## config.mk

```make
export PLATFORM = sky130hd
export DESIGN_NAME = serial_link_credit_ctrl
export DESIGN_NICKNAME = d
export VERILOG_FILES = /design/src/rtl/serial_link_credit_ctrl.sv
export SDC_FILE = /design/constraint.sdc
export NUM_CORES = 1
export LEC_CHECK = 0
export CAP_MARGIN = 20
export CORE_MARGIN = 1
export CORE_UTILIZATION = 36
export CTS_CLUSTER_SIZE = 25
export DETAILED_ROUTE_END_ITERATION = 8
export PLACE_DENSITY = 0.55
export RECOVER_POWER = 25
export SLEW_MARGIN = 20
export SYNTH_ARGS = -nofsm -noshare
export SYNTH_HDL_FRONTEND = slang
export SYNTH_SLANG_ARGS = --single-unit
```

## constraint.sdc

```tcl
create_clock -name clk_i -period 9.4 [get_ports clk_i]
set_input_delay 1.88 -clock clk_i [delete_from_list [all_inputs] [get_ports clk_i]]
set_output_delay 1.88 -clock clk_i [all_outputs]
set_load 0.03 [all_outputs]
```

## src/rtl/serial_link_credit_ctrl.sv

```systemverilog
// Credit-based flow-control stage between the network layer and the serial link data link layer.
// Optional forced credit return on idle: define SERIAL_LINK_CREDIT_TIMEOUT_EN.
module serial_link_credit_ctrl #(
  parameter  int DataWidth       = 64,
  parameter  int NumCredits      = 8,
  parameter  int ForceSendThresh = 6,
  parameter  int TimeoutCycles   = 32,
  localparam int CntW            = $clog2(NumCredits + 1),
  localparam int LinkW           = DataWidth + CntW + 1
) (
  input  logic                 clk_i,
  input  logic                 rst_i,
  input  logic [DataWidth-1:0] tx_data_i,
  input  logic                 tx_valid_i,
  output logic                 tx_ready_o,
  output logic [LinkW-1:0]     link_out_o,
  output logic                 link_out_valid_o,
  input  logic                 link_out_ready_i,
  input  logic [LinkW-1:0]     link_in_i,
  input  logic                 link_in_valid_i,
  output logic                 link_in_ready_o,
  output logic [DataWidth-1:0] rx_data_o,
  output logic                 rx_valid_o,
  input  logic                 rx_ready_i,
  output logic [CntW-1:0]      credits_avail_o,
  output logic                 credit_overflow_o,
  output logic                 rx_overflow_o
);

  localparam int PtrW = $clog2(NumCredits);

  if (NumCredits < 2 || ForceSendThresh < 1 || ForceSendThresh > NumCredits ||
      TimeoutCycles < 1) begin : g_bad_cfg
    $error("serial_link_credit_ctrl: illegal parameter set");
  end

  typedef struct packed {
    logic                 is_data;
    logic [CntW-1:0]      credits;
    logic [DataWidth-1:0] data;
  } beat_t;

  beat_t                out_q;
  beat_t                in_beat;
  logic                 out_vld_q;
  logic [CntW-1:0]      credits_q;
  logic [CntW-1:0]      pending_q;
  logic                 credit_ovf_q;
  logic                 rx_ovf_q;

  logic                 loadable;
  logic                 load_data;
  logic                 load_cred;
  logic                 load;
  logic                 timeout;

  logic [DataWidth-1:0] mem [NumCredits];
  logic [PtrW-1:0]      rd_ptr;
  logic [PtrW-1:0]      wr_ptr;
  logic [CntW-1:0]      count_q;
  logic                 full;
  logic                 pop;
  logic                 push;
  logic                 drop;

  logic [CntW:0]        cred_sum;
  logic                 cred_ovf;

  assign in_beat = beat_t'(link_in_i);

  // TX load selection: payload first, then credit-only return, else drain.
  assign loadable  = ~out_vld_q | link_out_ready_i;
  assign load_data = ~rst_i & loadable & tx_valid_i & (credits_q != '0);
  assign load_cred = ~rst_i & loadable & ~load_data &
                     ((pending_q >= CntW'(ForceSendThresh)) | timeout);
  assign load      = load_data | load_cred;

  assign tx_ready_o       = load_data;
  assign link_in_ready_o  = ~rst_i;
  assign link_out_o       = out_q;
  assign link_out_valid_o = out_vld_q;
  assign credits_avail_o  = credits_q;
  assign credit_overflow_o = credit_ovf_q;
  assign rx_overflow_o    = rx_ovf_q;

  assign rx_valid_o = (count_q != '0);
  assign rx_data_o  = rx_valid_o ? mem[rd_ptr] : '0;
  assign full       = (count_q == CntW'(NumCredits));
  assign pop        = rx_valid_o & rx_ready_i;
  assign push       = link_in_valid_i & in_beat.is_data & (~full | pop);
  assign drop       = link_in_valid_i & in_beat.is_data & full & ~pop;

  // Returned credits and our own spend land in the same cycle; one extra bit catches overshoot.
  assign cred_sum = {1'b0, credits_q} - (CntW+1)'(load_data) +
                    (link_in_valid_i ? {1'b0, in_beat.credits} : '0);
  assign cred_ovf = cred_sum > (CntW+1)'(NumCredits);

  always_ff @(posedge clk_i) begin
    if (rst_i) begin
      out_vld_q <= 1'b0;
      out_q     <= '0;
    end else if (loadable) begin
      out_vld_q <= load;
      if (load_data)      out_q <= '{is_data: 1'b1, credits: pending_q, data: tx_data_i};
      else if (load_cred) out_q <= '{is_data: 1'b0, credits: pending_q, data: '0};
      else                out_q <= '0;
    end
  end

  always_ff @(posedge clk_i) begin
    if (rst_i) begin
      credits_q    <= CntW'(NumCredits);
      pending_q    <= '0;
      credit_ovf_q <= 1'b0;
      rx_ovf_q     <= 1'b0;
    end else begin
      credits_q    <= cred_ovf ? CntW'(NumCredits) : cred_sum[CntW-1:0];
      pending_q    <= load ? CntW'(pop) : pending_q + CntW'(pop);
      credit_ovf_q <= credit_ovf_q | cred_ovf;
      rx_ovf_q     <= rx_ovf_q | drop;
    end
  end

  always_ff @(posedge clk_i) begin
    if (rst_i) begin
      rd_ptr  <= '0;
      wr_ptr  <= '0;
      count_q <= '0;
    end else begin
      if (push) wr_ptr <= (wr_ptr == PtrW'(NumCredits - 1)) ? '0 : wr_ptr + 1'b1;
      if (pop)  rd_ptr <= (rd_ptr == PtrW'(NumCredits - 1)) ? '0 : rd_ptr + 1'b1;
      count_q <= count_q + CntW'(push) - CntW'(pop);
    end
  end

  always_ff @(posedge clk_i) begin
    if (push) mem[wr_ptr] <= in_beat.data;
  end

`ifdef SERIAL_LINK_CREDIT_TIMEOUT_EN
  localparam int IdleW = $clog2(TimeoutCycles + 1);
  logic [IdleW-1:0] idle_q;

  assign timeout = (pending_q != '0) && (idle_q == IdleW'(TimeoutCycles - 1));

  // Holds at the terminal count while the output register is back-pressured.
  always_ff @(posedge clk_i) begin
    if (rst_i || load || pending_q == '0) idle_q <= '0;
    else if (!timeout)                    idle_q <= idle_q + 1'b1;
  end
`else
  assign timeout = 1'b0;
`endif

endmodule

```

---- Word level (Yosys, flattened, before mapping) ----
Memory sizes are Yosys's and may differ from the RTL's. A register that Yosys moved wholly into a read port is not among the register bits.
Index checks and enable logic that the tools add are counted.
word-level totals
  output and inout bits ................... 143
  logic and storage cells ................. 60
  RAM bits ................................ 512
  memories ................................ 1
  bits of input ports ..................... 139
  register bits after elaboration ......... 90
cells by class
  reduce and logical (&&, ||, !) cells .... 4
  magnitude comparators ................... 2
  muxes and demuxes ....................... 11
  add/subtract/negate cells ............... 7
  bitwise logic cells ..................... 20
  equal/unequal tests ..................... 3
memories
  memory  words  width  rd ports  clocked after Yosys merged registers in  write ports  RTL line  text
  mem     8      64     1         1                                        1            57        logic [DataWidth-1:0] mem [NumCredits];
operators with widths
  cell                   number
  $mux W69               1
  $mux W68               1
  $mux W64               1
  $mux W3                4
  $and A1 B1 Y1          10
  $add A4 B1 Y4          2
  $reduce_bool A4 Y1     2
  $add A3 B1 Y3 const B  2
  $eq A3 B3 Y1 const B   2
  $add A5 B4 Y5          1
  $gt A5 B4 Y1 const B   1
  $not A1 Y1             5
  $or A1 B1 Y1           5
  $sub A4 B1 Y5          1
  $eq A4 B4 Y1 const B   1
  $ge A4 B3 Y1 const B   1
  $mux W4                1
  $reduce_or A2 Y1       2
  $sub A4 B1 Y4          1
  $mux W1                3

---- Longest topological paths before layout ----
Gate-level depths: netlist of the first run.
  word-level depth ........................ 10
  mapped depth ............................ 12
  gate-level depth less buffers ........... 12

---- Worst setup path after synthesis of the first run ----
OpenSTA, ideal clock, no wires.
  path kind ............................... input-to-reg
  from .................................... input port rx_ready_i
  to ...................................... memory mem[2][0] (enable)
  setup time .............................. 0.666 ns
  path buffers ............................ 0
  data required time ...................... 8.734 ns
  stages on the path ...................... 4
  data arrival time ....................... 9.015 ns
  path slack .............................. -0.281 ns
  cells stage by stage .................... nand2b_1 > a31oi_2 > inv_2 > nor4b_1
between the ends
  word-level cells in the longest chain between the ends .. 5
ends and longest elaborated chain
  what                           RTL line  text
  start: declaration             24        input logic rx_ready_i,
  $and A1 B1 Y1                  89        assign pop = rx_valid_o & rx_ready_i;
  $or A1 B1 Y1                   90        assign push = link_in_valid_i & in_beat.is_data & (~full | pop);
  $and A1 B1 Y1                  90
  $mux W1                        137       if (push) mem[wr_ptr] <= in_beat.data;
  $mux W1 (not written as such)  137
  end: declaration               57
Every way passes these cells.

==> results of run 1 <==
-- kinds of logic (layout without fill, tap and decap cells) --
kind of cell	after synthesis	count (layout)	share of synthesized area, %
XOR/XNOR	8	8	0.3022
multiplexers	196	196	15.37
AND/OR/NAND/NOR	258	258	4.846
adder cells (fa/ha/maj)	21	21	1.198
other	0	4	0
flip-flops	605	605	74.34
AO/OA/AOI/OAI	87	87	2.034
buffers and inverters	96	450	1.910
-- power by group --
group	internal (mW)	switching, mW
clock network	1.48	1.04
logic	0.806	1.06
registers	3.01	0.0810
-- cells in the mapped netlist, types with 2 or more instances --
library cell,count
xor2_1,5
buf_6,2
buf_1,14
dfxtp_1,93
o21a_1,2
inv_1,19
nor4b_1,3
nand2_1,85
buf_2,21
mux2i_1,68
nor2_1,79
edfxtp_1,512
clkbuf_1,28
or3_1,2
fa_1,2
nor4_1,3
buf_4,11
a21oi_1,76
mux4_2,128
nand3_1,69
xnor2_1,3
nor2b_1,4
ha_1,19
nand2b_1,4
nor3_1,5
nor3b_1,4
-- layer usage --
metal,wire (um),part of all wire (%),track usage [%],vias to the layer above
met5,23,0.043,0,-
met4,1119,2.1,5.306,4
met3,2226,4.1,3.426,83
met2,27600,51,28.63,238
met1,22930,43,20.61,6379
li1,-,-,-,5600
-- critical path, delay by kind of cell (launching register included) --
kind | cells | cell delay [ps]
buffers and inverters | 3 | 1920
muxes | 2 | 780
DFF | 1 | 640
and+or+nand+nor | 1 | 100
-- state kept, by name (all words and copies together) (netlist names), named ones only --
register	count
mem	512
link_out_o	69
count_q	4
credits_avail_o	4
pending_q	4
rd_ptr	3
wr_ptr	3
credit_overflow_o	1
link_out_valid_o	1
rx_overflow_o	1
-- worst paths after layout --
path | start | endpoint | slack, ps | depth (start not counted)
worst max-delay path | flop | rx_data_o[58] | 3460 | 6
worst min-delay path | link_out_o[18]$_SDFFE_PP0N_ | link_out_o[18]$_SDFFE_PP0N_ | 450 | 2
worst max register to register | link_out_valid_o$_SDFFE_PP0N_ | credits_avail_o[0]$_SDFF_PP0_ | 6090 | 11
worst min register to register | link_out_o[18]$_SDFFE_PP0N_ | link_out_o[18]$_SDFFE_PP0N_ | 450 | 2
-- final cells by class --
cell class / count / area, um^2 / share of cell area (%)
diodes: 4 / 10.01 / 0.03440
flip-flops and latches: 605 / 17250 / 59.27
clock inverters: 38 / 347.8 / 1.195
repair buffers: 309 / 3018 / 10.37
clock buffers: 83 / 1757 / 6.037
multi-input cells: 570 / 5587 / 19.20
well taps: 846 / 1059 / 3.637
inverters: 20 / 75.07 / 0.2580
-- metrics by stage --
step | total power [mW] | hold slack, ps | utilization [%]
2_1_floorplan | 4.333 | 452.2 | -
3_3_place_gp | 5.035 | 439.3 | 42.62
3_5_place_dp | 5.053 | 443.4 | 42.62
4_1_cts | 7.595 | 451.0 | 45.95
5_1_grt | 7.797 | 473.3 | 45.95
6_report | 7.462 | 449.9 | 45.96
==> out/metrics.csv, run 1 <==
stage,metric,value,unit
place,GP Congestion,0.7994,
setup_path,slowest CP cell,buf_4,
setup_path,crit path capture type,output port,
timing,relative max-transition margin,34.72,%
global_routing,remaining global-route overflow,0,
place,port bufs,281,
synthesis,post-synthesis async set-or-reset flop share,0,%
floorplan,Placement Rows,92,
route,First DRT Iteration DRCs,621,
floorplan,area of the core,0.06331,mm^2
final_layout,Nets,1733,
timing,Final Max Tran Viols,0,
min_path,worst hold path class,reg -> reg,
route,drt total wl,53.90,mm
cts,CTS max path bufs,3,
route,per-cell routed wire length,21.78,um
power_and_ir_drop,Peak VDD IR,128.9,uV
setup_path,worst path required time,7520,ps
synthesis,Synth Cell Area,0.02319,mm^2
cts,H-tree depth,3,
route,Vias,12300,
synthesis,cell taking the most area after synthesis,edfxtp_1,
floorplan,die area,0.06542,mm^2
cts,setup bufs post-CTS,0,
setup_path,Crit path arrival time,4060,ps
global_routing,vias in the first global route,12950,
setup_path,biggest cell delay along the critical path,660,ps
timing,slack of the critical path,3463,ps
floorplan,# IOs,282,
route,Remaining DRCs,0,
timing,final setup violation count,0,
synthesis,number of synthesized flops with an enable pin,512,
flow_run,max_cap viols,0,
setup_path,"Max FO, Critical Path",34,
synthesis,Mean Syn Cell Area,18.24,um^2
global_routing,GRT Overall Usage,16.51,%
timing,RSZ-0062 raised after global routing,false,
timing,Worst Tran Pin Value,979.2,ps
global_routing,initial antenna violation count,9,
timing,fin crit share,63.16,%
power_and_ir_drop,leak pwr,9.220,nW
timing,min cycle time layout,5937,ps
final_layout,Final Instance Count excl. Fillers,2475,
timing,Final Hold Vio Count,0,
floorplan,starting density of the core,36.62,%
cts,CTS resizes,0,
route,DRT Pass-1 Iters,6,
global_routing,largest net degree at the start of global routing,91,
synthesis,"Primary FF master, synth",edfxtp_1,
cts,Clock Sink Count,605,
timing,Setup Skew,22.02,ps
place,DP Worst Slack,3535,ps
cts,clk_lat worst skew,600,ps
cts,clock root buffer,clkbuf_16,
route,Avg Vias per Cell,4.971,
final_layout,design area,0.02910,mm^2
synthesis,Synth Net Count,1431,
synthesis,"Distinct cells, synth",36,
timing,fmax,0.1684,GHz
route,Final ANT Viol Nets,0,
final_layout,most common library cell in the layout ignoring fill and taps,edfxtp_1,
synthesis,post-synthesis sequential area ratio,74.34,%
place,placed inst area,0.02699,mm^2
final_layout,layout cells sized above 1,16.68,%
global_routing,global-route wire length before repair,81.19,mm
synthesis,Yosys top cell area share,66.31,%
setup_path,CP startpoint kind,flop,
outcome,outcome,completed,
cts,CTS tree,done,
synthesis,largest cells by area after synthesis,"edfxtp_1 66%, mux4_2 12%, dfxtp_1 8.0%, mux2i_1 2.9%, a21oi_1 1.6%",
cts,TritonCTS Buffers,67,
synthesis,Synth Register Bits,605,
place,DP Wirelength,30.00,mm
synthesis,Synthesis Warnings,0,
setup_path,critical path class,reg -> out,
place,Placed Cells,2350,
setup_path,"Top cell by count, worst path",buf_4,
cts,clock-pin slew on the worst setup and hold paths,50,ps
final_layout,# fillers,5495,
floorplan,Die Y-Extent,255.8,um
power_and_ir_drop,power per cell area,256.4,mW/mm^2
final_layout,area grow syn2layout,25.51,%
setup_path,crit-path cells,buf_4 > buf_4 > mux4_2 > mux2i_1 > nor2_1 > clkdlybuf4s50_1,
timing,final setup TNS,0,ps
final_layout,most frequent cells in the layout,"512 x edfxtp_1, 235 x clkdlybuf4s50_1, 128 x mux4_2",
synthesis,Gate Count Post-Synth,1271,
floorplan,die width,255.8,um
cts,hold-fix buffers at CTS,0,
Power figures use the tool's default switching activity.
==> run 2, diff against run 1 <==
==> constraint.sdc (replaced) <==
create_clock -name clk_i -period 5.2 [get_ports clk_i]
set_input_delay 1.04 -clock clk_i [delete_from_list [all_inputs] [get_ports clk_i]]
set_output_delay 1.04 -clock clk_i [all_outputs]
set_load 0.03 [all_outputs]
==> out/metrics.csv, run 2 (synthesis results as in run 1) <==
stage,metric,value,unit,change
outcome,outcome,completed,,unchanged
timing,Worst Tran Pin Value,1045,ps,was 979.2 ps
timing,final setup TNS,0,ps,unchanged
final_layout,Largest Register,mem,,unchanged
global_routing,initial antenna violation count,8,,was 9
floorplan,Placement Rows,92,,unchanged
global_routing,remaining global-route overflow,0,,unchanged
timing,Final Max Tran Viols,0,,unchanged
global_routing,largest net degree at the start of global routing,89,,was 91
setup_path,slowest CP cell,dfxtp_4,,was buf_4
route,Final ANT Viol Nets,0,,unchanged
setup_path,worst path required time,4160,ps,was 7520 ps
route,First DRT Iteration DRCs,788,,was 621
power_and_ir_drop,leak pwr,9.204,nW,was 9.220 nW
final_layout,most common library cell in the layout ignoring fill and taps,edfxtp_1,,unchanged
cts,clock root buffer,clkbuf_16,,unchanged
place,Placed Cells,2344,,"was 2,350"
setup_path,"CP delay by family, top",buffers and inverters,,unchanged
floorplan,die width,255.8,um,unchanged
power_and_ir_drop,power per cell area,459.8,mW/mm^2,was 256.4 mW/mm^2
floorplan,die area,0.06542,mm^2,unchanged
global_routing,vias in the first global route,13000,,"was 12,950"
place,DP Worst Slack,1240,ps,was 3535 ps
setup_path,crit-path cells,buf_4 > mux4_2 > mux2i_1 > nor2_1 > clkdlybuf4s50_1,,was buf_4 > buf_4 > mux4_2 > mux2i_1 > nor2_1 > clkdlybuf4s50_1
place,GP Congestion,0.8114,,was 0.7994
setup_path,"Buf+Inv Stages, Crit Path",2,,was 3
route,per-cell routed wire length,21.79,um,was 21.78 um
cts,clk_lat worst skew,600,ps,about the same
floorplan,Die Y-Extent,255.8,um,unchanged
setup_path,Crit path arrival time,3280,ps,was 4060 ps
final_layout,layout cells sized above 1,16.15,%,was 16.68%
timing,Setup Skew,19.44,ps,was 22.02 ps
timing,RSZ-0062 raised after global routing,false,,unchanged
global_routing,GRT Overall Usage,16.48,%,was 16.51%
place,DP Wirelength,30.02,mm,was 30.00 mm
setup_path,"Max FO, Critical Path",26,,was 34
cts,hold-fix buffers at CTS,0,,unchanged
cts,CTS max path bufs,3,,unchanged
timing,min cycle time layout,4316,ps,
cts,clock-pin slew on the worst setup and hold paths,60,ps,was 50 ps
final_layout,# fillers,5474,,"was 5,495"
timing,relative max-transition margin,30.32,%,was 34.72%
final_layout,max reg flops,512,,unchanged
floorplan,area of the core,0.06331,mm^2,unchanged
power_and_ir_drop,post-layout power,13.43,mW,was 7.462 mW
final_layout,area of the multi-input gates,0.005615,mm^2,was 0.005587 mm^2
setup_path,biggest cell delay along the critical path,740,ps,was 660 ps
timing,fin crit share,83.00,%,
route,Remaining DRCs,0,,unchanged
cts,Clock Sink Count,605,,unchanged
floorplan,# IOs,282,,unchanged
final_layout,Final Instance Count excl. Fillers,2464,,"was 2,475"
setup_path,critical path class,reg -> out,,unchanged
min_path,worst hold path class,reg -> reg,,unchanged
route,Vias,12390,,"was 12,300"
timing,Final Hold Vio Count,0,,unchanged
timing,slack of the critical path,883.8,ps,was 3463 ps
place,port bufs,281,,unchanged
cts,CTS tree,done,,unchanged
flow_run,max_cap viols,0,,unchanged
timing,fmax,0.2317,GHz,
setup_path,crit path capture type,output port,,unchanged
route,DRT Pass-1 Iters,5,,was 6
cts,CTS resizes,0,,unchanged
final_layout,post-layout util,46.12,%,was 45.96%
cts,TritonCTS Buffers,66,,was 67
cts,setup bufs post-CTS,0,,unchanged
floorplan,starting density of the core,36.62,%,unchanged
route,drt total wl,53.69,mm,was 53.90 mm
global_routing,global-route wire length before repair,81.59,mm,was 81.19 mm
final_layout,most frequent cells in the layout,"512 x edfxtp_1, 238 x clkdlybuf4s50_1, 128 x mux4_2",,"was 512 x edfxtp_1, 235 x clkdlybuf4s50_1, 128 x mux4_2"
final_layout,Nets,1726,,"was 1,733"
timing,final setup violation count,0,,unchanged
route,Avg Vias per Cell,5.028,,was 4.971
cts,H-tree depth,3,,unchanged
setup_path,CP startpoint kind,flop,,unchanged
power_and_ir_drop,Peak VDD IR,188.4,uV,was 128.9 uV
final_layout,Seq. cell area,0.01725,mm^2,unchanged
final_layout,area grow syn2layout,25.93,%,was 25.51%
==> run 2: cell types whose count changed in the layout (fill, tap and decap cells not counted), sizes merged <==
cell	before	now
buf	29	23
bufinv	5	2
clkdlybuf4s50	235	238
clkinv	26	29
clkinvlp	1	2
diode	4	2
dlygate4sd3	45	42
inv	26	22
==> run 2: final cells by class <==
type	instances	area share [%]
clock inverters	35	0.8913
repair buffers	303	10.74
flip-flops and latches	605	59.07
multi-input cells	570	19.23
well taps	846	3.625
clock buffers	83	6.166
diodes	2	0.01714
inverters	20	0.2571
==> run 2: report_power, final <==
part	switching, mW	total [mW]	internal [mW]
logic	1.89	3.39	1.50
clock network	1.87	4.44	2.57
registers	0.156	5.59	5.44
total	3.92	13.4	9.51
==> run 2: final timing paths <==
kind                            depth (start not counted)                             to  slack [ps]                           from
worst max-delay path                                    5                  rx_data_o[63]         880                           flop
worst min-delay path                                    2    link_out_o[58]$_SDFFE_PP0N_         450    link_out_o[58]$_SDFFE_PP0N_
worst max register to register                         10  credits_avail_o[1]$_SDFF_PP0_        2090  credits_avail_o[1]$_SDFF_PP0_
worst min register to register                          2    link_out_o[58]$_SDFFE_PP0N_         450    link_out_o[58]$_SDFFE_PP0N_
==> run 2: routing by layer <==
metal / wire, um / vias to the layer above / track usage (%)
met4: 1068 / 6 / 5.057
li1: - / 5571 / -
met2: 26650 / 241 / 27.17
met3: 2313 / 80 / 3.001
met5: 45 / - / 0
met1: 23600 / 6491 / 22.19
==> run 2: worst min-delay path, stage by stage (launching register included) <==
cell and delay, ps:
dfxtp_1 300, nand2_1 50, a21oi_1 50
==> run 2: metrics by stage <==
stage / area (um^2) / hold slack [ps]
after floorplan: 23210 / 452.2
after global placement: 27120 / 439.1
after detailed placement: 27130 / 443.6
after CTS: 29190 / 450.2
after global routing: 29200 / 467.3
final: 29200 / 446.9
==> run 3, diff against run 2 <==
==> constraint.sdc (replaced) <==
create_clock -name clk_i -period 3.5 [get_ports clk_i]
set_input_delay 0.7 -clock clk_i [delete_from_list [all_inputs] [get_ports clk_i]]
set_output_delay 0.7 -clock clk_i [all_outputs]
set_load 0.03 [all_outputs]
==> out/metrics.csv, run 3 (synthesis results as in run 1) <==
stage,metric,value,unit,change
route,per-cell routed wire length,21.47,um,was 21.79 um
setup_path,Crit path arrival time,2720,ps,was 3280 ps
timing,fmax,0.2925,GHz,
cts,TritonCTS Buffers,67,,was 66
final_layout,layout cells sized above 1,17.79,%,was 16.15%
place,GP Congestion,0.7709,,was 0.8114
timing,RSZ-0062 raised after global routing,true,,was false
setup_path,critical path class,reg -> out,,unchanged
timing,Final Max Tran Viols,0,,unchanged
timing,Final Hold Vio Count,0,,unchanged
flow_run,max_cap viols,0,,unchanged
global_routing,largest net degree at the start of global routing,89,,unchanged
global_routing,vias in the first global route,13350,,"was 13,000"
timing,worst hold slack,445.8,ps,was 446.9 ps
power_and_ir_drop,power per cell area,678.6,mW/mm^2,was 459.8 mW/mm^2
setup_path,crit-path cells,buf_16 > buf_12 > mux4_2 > mux2i_1 > nor2_1 > dlygate4sd2_1,,was buf_4 > mux4_2 > mux2i_1 > nor2_1 > clkdlybuf4s50_1
setup_path,slowest CP cell,mux4_2,,was dfxtp_4
cts,CTS tree,done,,unchanged
setup_path,R2R Setup Slk,590,ps,was 2090 ps
setup_path,crit path capture type,output port,,unchanged
timing,Setup Skew,13.83,ps,was 19.44 ps
route,DRT Pass-1 Iters,4,,was 5
setup_path,biggest cell delay along the critical path,520,ps,was 740 ps
final_layout,most common library cell in the layout ignoring fill and taps,edfxtp_1,,unchanged
final_layout,max reg flops,512,,unchanged
route,Remaining DRCs,0,,unchanged
place,Placed Cells,2364,,"was 2,344"
route,Avg Vias per Cell,4.960,,was 5.028
setup_path,"Max FO, Critical Path",28,,was 26
route,Vias,12350,,"was 12,390"
floorplan,Placement Rows,92,,unchanged
cts,clock-pin slew on the worst setup and hold paths,60,ps,about the same
timing,min cycle time layout,3419,ps,
cts,Clock Sink Count,605,,unchanged
final_layout,Largest Register,mem,,unchanged
global_routing,GRT Overall Usage,16.51,%,was 16.48%
floorplan,Die Y-Extent,255.8,um,unchanged
timing,final setup violation count,0,,unchanged
global_routing,initial antenna violation count,11,,was 8
route,First DRT Iteration DRCs,580,,was 788
cts,H-tree depth,3,,unchanged
cts,hold-fix buffers at CTS,0,,unchanged
timing,slack of the critical path,81.48,ps,was 883.8 ps
place,DP Worst Slack,91.67,ps,was 1240 ps
timing,fin crit share,97.67,%,
final_layout,most frequent cells in the layout,"512 x edfxtp_1, 187 x clkdlybuf4s50_1, 128 x mux4_2",,"was 512 x edfxtp_1, 238 x clkdlybuf4s50_1, 128 x mux4_2"
min_path,worst hold path class,reg -> reg,,unchanged
floorplan,die width,255.8,um,unchanged
final_layout,Final Instance Count excl. Fillers,2490,,"was 2,464"
floorplan,die area,0.06542,mm^2,unchanged
floorplan,# IOs,282,,unchanged
place,port bufs,281,,unchanged
power_and_ir_drop,post-layout power,20.23,mW,was 13.43 mW
route,drt total wl,53.46,mm,was 53.69 mm
outcome,outcome,completed,,unchanged
global_routing,global-route wire length before repair,82.00,mm,was 81.59 mm
floorplan,area of the core,0.06331,mm^2,unchanged
final_layout,Nets,1751,,"was 1,726"
timing,Worst Tran Pin Value,953.3,ps,was 1045 ps
cts,clock root buffer,clkbuf_16,,unchanged
setup_path,"Buf+Inv Stages, Crit Path",3,,was 2
timing,relative max-transition margin,36.45,%,was 30.32%
floorplan,starting density of the core,36.62,%,unchanged
setup_path,CP startpoint kind,flop,,unchanged
route,Final ANT Viol Nets,0,,unchanged
power_and_ir_drop,Peak VDD IR,364.4,uV,was 188.4 uV
setup_path,"CP delay by family, top",buffers and inverters,,unchanged
final_layout,area grow syn2layout,28.54,%,was 25.93%
cts,clk_lat worst skew,590,ps,was 600 ps
setup_path,worst path required time,2800,ps,was 4160 ps
cts,CTS max path bufs,3,,unchanged
global_routing,remaining global-route overflow,0,,unchanged
place,DP Wirelength,30.95,mm,was 30.02 mm
power_and_ir_drop,leak pwr,9.811,nW,was 9.204 nW
-- run 3: final timing paths --
kind                                                  start                           to  cells after the start
worst max-delay path                                   flop                rx_data_o[38]                      6
worst min-delay path            link_out_o[37]$_SDFFE_PP0N_  link_out_o[37]$_SDFFE_PP0N_                      2
worst max register to register        count_q[2]$_SDFF_PP0_        count_q[2]$_SDFF_PP0_                     13
worst min register to register  link_out_o[37]$_SDFFE_PP0N_  link_out_o[37]$_SDFFE_PP0N_                      2
-- run 3: tightest hold or removal path, cell delays in order (launching register included) --
cell     delay [ps]
dfxtp_1         300
nand2_1          50
a21oi_1          50
-- run 3: power by group --
group          total, mW  switching [mW]  internal [mW]
registers           8.23           0.150           8.08
clock network       6.79            2.79           4.00
logic               5.21            2.95           2.25
total               20.2            5.89           14.3
-- run 3: stage by stage --
step / setup TNS (ps) / utilization, % / instance area, um^2
floorplan: -29100 / - / 23310
finish: 0 / 47.07 / 29800
global route: -102.1 / 47.07 / 29800
CTS: 0 / 46.94 / 29720
global placement: 0 / 43.51 / 27550
detailed placement: 0 / 43.51 / 27550
-- run 3: repair_timing --
item                                    4_1_cts  5_1_grt
pin swaps                                     0        0
endpoints found under the hold margin         0        0
gates cloned                                  1        0
resized for setup                            32       25
buffers inserted                              3        0
endpoints found under the setup margin       39       30
-- run 3: metal layers --
metal  vias to the layer above  GRT usage, %  wire length [um]
li1                       5637             -                 -
met1                      6342         21.01             22530
met2                       258         28.28             27200
met3                       105         2.911              2253
met4                         8         5.955              1436
met5                         -             0                49
-- run 3: layout make-up --
type / count / area [um^2]
Fill cell: 5438 / 33510
Sequential cell: 605 / 17250
Multi-Input combinational cell: 570 / 5663
Timing Repair Buffer: 327 / 3627
Clock buffer: 84 / 1823
Tap cell: 846 / 1059
Clock inverter: 35 / 297.8
Inverter: 20 / 77.57
Antenna cell: 3 / 7.507
